[src/rtl/regfile_pkg.sv]
// Shared types and default sizing for the multi-port register file.
package regfile_pkg;

  localparam int unsigned DEF_DATA_W   = 32;
  localparam int unsigned DEF_NUM_REGS = 16;
  localparam int unsigned DEF_NUM_RD   = 3;

  // Post-reset clear sequencer states
  typedef enum logic {
    CLEAR = 1'b0,
    READY = 1'b1
  } clr_state_e;

endpackage

[src/rtl/regfile_clear_fsm.sv]
// Post-reset clear sequencer: zeroes one storage word per cycle from index 0.
module regfile_clear_fsm
  import regfile_pkg::*;
#(
  parameter int unsigned  NUM_REGS       = DEF_NUM_REGS,
  parameter bit           CLEAR_ON_RESET = 1'b1,
  localparam int unsigned ADDR_W         = $clog2(NUM_REGS)
) (
  input  logic              clk,
  input  logic              rst_n,
  output logic              o_busy,
  output logic              o_clr_we,
  output logic [ADDR_W-1:0] o_clr_addr
);

  // Last storage index; the PC alias slot has no storage to clear
  localparam logic [ADDR_W-1:0] LAST_IDX = ADDR_W'(NUM_REGS - 2);

  clr_state_e        r_state;
  clr_state_e        w_state_nxt;
  logic [ADDR_W-1:0] r_idx;
  logic [ADDR_W-1:0] w_idx_nxt;

  // State and sweep index registers with synchronous reset
  always_ff @(posedge clk) begin
    if (!rst_n) begin
      r_state <= CLEAR_ON_RESET ? CLEAR : READY;
      r_idx   <= '0;
    end else begin
      r_state <= w_state_nxt;
      r_idx   <= w_idx_nxt;
    end
  end

  // Next state: walk the index upward, leave CLEAR after the last word
  always_comb begin
    w_state_nxt = r_state;
    w_idx_nxt   = r_idx;
    case (r_state)
      CLEAR: begin
        if (r_idx == LAST_IDX) begin
          w_state_nxt = READY;
          w_idx_nxt   = '0;
        end else begin
          w_idx_nxt = r_idx + ADDR_W'(1);
        end
      end
      READY: begin
        w_state_nxt = READY;
      end
    endcase
  end

  // Outputs decoded from the registered state
  always_comb begin
    o_busy     = 1'b0;
    o_clr_we   = 1'b0;
    o_clr_addr = r_idx;
    if (r_state == CLEAR) begin
      o_busy   = 1'b1;
      o_clr_we = 1'b1;
    end
  end

endmodule

[src/rtl/regfile_mp.sv]
// Multi-port register file: two write ports, NUM_RD combinational read ports,
// top index aliased to an external PC value, optional same-cycle forwarding.
module regfile_mp
  import regfile_pkg::*;
#(
  parameter int unsigned  DATA_W         = DEF_DATA_W,
  parameter int unsigned  NUM_REGS       = DEF_NUM_REGS,
  parameter int unsigned  NUM_RD         = DEF_NUM_RD,
  parameter bit           BYPASS         = 1'b1,
  parameter bit           CLEAR_ON_RESET = 1'b1,
  localparam int unsigned ADDR_W         = $clog2(NUM_REGS)
) (
  input  logic                          clk,
  input  logic                          rst_n,
  input  logic                          we3,
  input  logic [ADDR_W-1:0]             wa3,
  input  logic [DATA_W-1:0]             wd3,
  input  logic                          web,
  input  logic [ADDR_W-1:0]             wab,
  input  logic [DATA_W-1:0]             wdb,
  input  logic [NUM_RD-1:0][ADDR_W-1:0] ra,
  input  logic [DATA_W-1:0]             r15,
  output logic [NUM_RD-1:0][DATA_W-1:0] rd,
  output logic                          busy
);

  localparam int unsigned       NUM_STORE = NUM_REGS - 1;
  localparam logic [ADDR_W-1:0] PC_IDX    = ADDR_W'(NUM_REGS - 1);

  logic [DATA_W-1:0] r_mem [NUM_STORE];

  logic              w_busy;
  logic              w_clr_we;
  logic [ADDR_W-1:0] w_clr_addr;
  logic              w_a_en;
  logic              w_b_en;

  regfile_clear_fsm #(
    .NUM_REGS       (NUM_REGS),
    .CLEAR_ON_RESET (CLEAR_ON_RESET)
  ) u_clear_fsm (
    .clk        (clk),
    .rst_n      (rst_n),
    .o_busy     (w_busy),
    .o_clr_we   (w_clr_we),
    .o_clr_addr (w_clr_addr)
  );

  assign busy = w_busy;

  // Write qualification: storage-backed address only, port A wins collisions
  always_comb begin
    w_a_en = 1'b0;
    w_b_en = 1'b0;
    w_a_en = we3 && rst_n && !w_busy && (32'(wa3) < NUM_STORE);
    w_b_en = web && rst_n && !w_busy && (32'(wab) < NUM_STORE)
             && !(we3 && (wa3 == wab));
  end

  // Storage update: clear sweep, then port A, then port B; frozen during reset
  always_ff @(posedge clk) begin
    if (rst_n) begin
      for (int unsigned i = 0; i < NUM_STORE; i++) begin
        if (w_clr_we && (w_clr_addr == ADDR_W'(i))) begin
          r_mem[i] <= '0;
        end else if (w_a_en && (wa3 == ADDR_W'(i))) begin
          r_mem[i] <= wd3;
        end else if (w_b_en && (wab == ADDR_W'(i))) begin
          r_mem[i] <= wdb;
        end
      end
    end
  end

  // Read muxing: PC alias, clear masking, optional forwarding, then storage
  always_comb begin
    rd = '0;
    for (int unsigned p = 0; p < NUM_RD; p++) begin
      if (ra[p] == PC_IDX) begin
        rd[p] = r15;
      end else if (w_busy) begin
        rd[p] = '0;
      end else if (BYPASS && w_a_en && (wa3 == ra[p])) begin
        rd[p] = wd3;
      end else if (BYPASS && w_b_en && (wab == ra[p])) begin
        rd[p] = wdb;
      end else if (32'(ra[p]) < NUM_STORE) begin
        rd[p] = r_mem[ra[p]];
      end
    end
  end

endmodule
[config.mk]
export PLATFORM = sky130hd
export DESIGN_NAME = regfile_mp
export DESIGN_NICKNAME = d
export VERILOG_FILES = /design/src/rtl/regfile_pkg.sv /design/src/rtl/regfile_clear_fsm.sv /design/src/rtl/regfile_mp.sv
export SDC_FILE = /design/constraint.sdc
export NUM_CORES = 1
export LEC_CHECK = 0
export BUFFER_PORTS_ARGS = -buffer_cell sky130_fd_sc_hd__buf_4
export CORE_MARGIN = 8
export CORE_UTILIZATION = 61
export DETAILED_ROUTE_END_ITERATION = 12
export GPL_ROUTABILITY_DRIVEN = 0
export PLACE_DENSITY_LB_ADDON = 0.25
export SYNTH_ARGS = -nofsm -noshare
export SYNTH_HDL_FRONTEND = slang
export SYNTH_SLANG_ARGS = --single-unit
[constraint.sdc]
create_clock -name clk -period 7.1 [get_ports clk]
set_input_delay 1.065 -clock clk [delete_from_list [all_inputs] [get_ports clk]]
set_output_delay 1.065 -clock clk [all_outputs]
set_load 0.05 [all_outputs]
==> metrics.txt <==
status=finished clean; max-slew violations=0; Multi-input gate area=18,100 sq um; Max-cap violations=0; Sequential Area=14,500 sq um; total gr overflow=0; Sink Count=485; GRT Total Usage=41.9%; wire length on met2=between 50 and 60 mm; Synth Area in Adders=0%; Worst Path Buf+Inv=2; M1 WL=between 40 and 50 mm; Worst Max-Slew Pin Slew=1300 ps; post-synthesis xor/xnor area fraction=0.720%; syn_area_per_cell=12.5 sq um; drt wl/cell=40.2 um; crit path max fanout=32; CTS max path bufs=3; final wirelength=138 mm; crit path kind=input port to primary output; yosys warns=0; final setup fails=0; clk_skew=about 26 ps; post-synthesis simple-gate area fraction=4.83%; vias per cell=8.65; share of power burned in the clock network=39.0%; Crit path max-delay family=compound AO/OA/AOI/OAI gates; CTS tree=done; Synth Register Bits=485; setup_tns=0 ps; area fraction of the dominant cell type after synthesis=42.3%; Detailed Routing Iterations Pass 1=7; pin count of the biggest net entering global routing=100; Async S/R FF share, synth=0%; Worst path slowest cell=or2_2; row count=86; Highest Signal Layer=met5; main combinational cell family by area after synthesis=multiplexers; Net Sw Power=1.69 mW; internal power=4.83 mW; Comb power frac=12.5%; synth top area cells=edfxtp_1 (42%), mux4_2 (21%), a22o_1 (13%), mux2i_1 (4.7%), o21ai_0 (3.7%); Top FF cell, synth=edfxtp_1; Die X=between 200 and 300 um; met3 wire length=24.7 mm; Ports=217; first-pass GRT wire length=195 mm; leakage=12.3 nW; Most common cell on crit path=buf_4; hold_buf cts=0; initial core utilization=61.7%; CTS root buf=clkbuf_16; required time of the worst setup path=6030 ps; leading area contributor after synthesis=edfxtp_1; worst min path class=register to register; clk slew on worst S/H paths=60 ps; synth-to-layout area growth=9.59%; fillcell total=3,792; sw frac=between 20% and 30%; DP Wirelength=about 77 mm; slew margin rel.=13.4%; share of cells above drive strength 1=27.9%; Synth Area in Compound Gates=20.9%; Worst path max stage delay=1060 ps; Hold Fails Final Rpt=0; vias=29.6k; # DRC=0; Iter 0 DRT Violations=5,551; Distinct cells, synth=48; FMAX=between 0.15 and 0.2 GHz; post-route setup slack=about 1800 ps; largest vdd supply drop=0.193 mV; crit-path cells=buf_4, xnor2_1, nand3_2, o21ai_1, or2_2, o221ai_1, o21ai_0, buf_4; post-synthesis instance total=2,718; initial antenna violation count=2; critical path arrival=4280 ps; Crit. Startpoint=wab[0]; CP startpoint kind=input port; final antenna-violating net count=0; port bufs=216; CORE AREA=55,200 sq um; final worst path period need=approximately 5300 ps; die area=63,700 sq um; Die H=about 250 um; H-tree Lvls=2; worst hold start=u_clear_fsm.o_clr_addr[3]$_SDFFE_PN0N_; final worst path period share=between 70% and 80%; TritonCTS Buffers=52; sequential element share of the synthesized area=42.6%; post_cts resized=0; Netlist Area Pre-Place=34,100 sq um; Setup Fix Bufs, Post-CTS=0; PD cells=175 nW/um^2; r2r startpoint=u_clear_fsm.r_state$_SDFF_PN0_; fin nets=approximately 2.8k; vias in the first global route=29.1k; pre-CTS setup slack=between 1500 and 2000 ps; Crit. End Element=primary output; Clk Latency, worst-skew pair=630 ps; EDFF count, synth=480; fraction of synthesized area in multiplexers=25.9%; RSZ-0062 raised after global routing=no; syn_nets=approximately 2.8k; Seq pwr share=48.5%
synthesized netlist by cell type (all sizes together) (2+ instances only):
master,count
nor3,41
buf,123
and3,3
o22ai,64
and4,2
nor2,28
mux4,321
nand4,4
a2111oi,8
nor2b,10
xnor2,16
edfxtp,480
and2,4
nor4,6
or3b,3
dfxtp,5
a22o,511
o221ai,61
o21ai,269
a211oi,2
a21oi,5
nand2,240
clkbuf,297
nand2b,8
a311o,6
inv,3
xor2,12
or2,4
nand3,5
or3,10
mux2i,160
logic make-up after synthesis:
group	after synthesis
compound gates	931
flops	485
mux	481
buf+inv	423
simple gates	370
xor+xnor	28
worst register-to-register path, delay by kind of cell, from the launching register on:
family,cells,cell delay (ps)
AND/OR/NAND/NOR,4,1660
AO/OA/AOI/OAI,1,280
buffers and inverters,2,1100
flip-flops,1,630
layer usage:
metal / vias up / track usage [%]
li1: 11000 / -
met1: 14100 / 49.4
met2: 3522 / 61.6
met3: 949 / 17.1
met4: 2 / 31.0
met5: - / 0.386
layout by cell type (no fill, tap or decap), types with 3 or more instances in the layout:
cell / instances
nor4_4: 3
clkbuf_1: 12
nand2_1: 238
xor2_1: 12
buf_4: 282
nand2b_1: 7
o21ai_1: 17
nand3_1: 4
nor2b_1: 9
nor4_1: 3
a2111oi_4: 7
clkinv_1: 11
clkbuf_16: 53
edfxtp_1: 480
buf_12: 3
clkinv_2: 10
o22ai_1: 64
nor3_4: 3
o21ai_0: 248
and2_1: 3
nor2_4: 16
mux4_2: 321
or3_2: 8
a21oi_1: 5
mux2i_1: 160
inv_1: 3
o21ai_4: 4
nor3_2: 4
or2_2: 4
clkbuf_8: 3
o221ai_1: 61
nor3_1: 34
dfxtp_1: 5
a22o_1: 511
nor2_1: 12
nand4_1: 4
buf_6: 3
a311o_2: 6
xnor2_1: 16
flip-flops by register name, indices dropped and copies added, names as in the netlist:
name,flops
u_clear_fsm.o_clr_addr,4
u_clear_fsm.r_state,1
r_mem,480
cell type report:
type	instances	area share, %
inverter	3	0.0302
multi-input combinational	1810	48.5
antenna	1	0.00670
tap	748	2.51
sequential	485	38.9
timing repair buffer	291	6.03
clock inverter	24	0.372
clock buffer	65	3.67
power by group through the flow:
stage | logic, mW | clock network, mW | registers (mW)
2_1_floorplan | 0.536 | 0 | 3.21
3_5_place_dp | 0.779 | 0 | 3.22
3_3_place_gp | 0.766 | 0 | 3.22
5_1_grt | 0.828 | 2.62 | 3.16
6_report | 0.814 | 2.54 | 3.16
4_1_cts | 0.780 | 2.51 | 3.16
metrics by stage:
step                power (mW)  utilization, %  area [sq um]  std cells  hold WS (ps)
finish                    6.52            67.6         37300       3427           641
global route              6.61            67.6         37300       3427           666
CTS                       6.45            67.6         37300       3426           619
detailed placement        4.00            64.9         35800       3337           607
global placement          3.98            64.9         35800       3337           575
floorplan                 3.75               -         34100       2718           550
path summary, 6_finish.rpt:
path,endpoint,slack [ps],cells past startpoint
setup reg to reg,r_mem[2][8]$_DFFE_PP_,3040,7
hold reg to reg,u_clear_fsm.o_clr_addr[3]$_SDFFE_PN0N_,640,2
hold / removal,u_clear_fsm.o_clr_addr[3]$_SDFFE_PN0N_,640,2
setup / recovery,rd[56],1760,8
No activity file was read; power rests on OpenSTA's default activity.
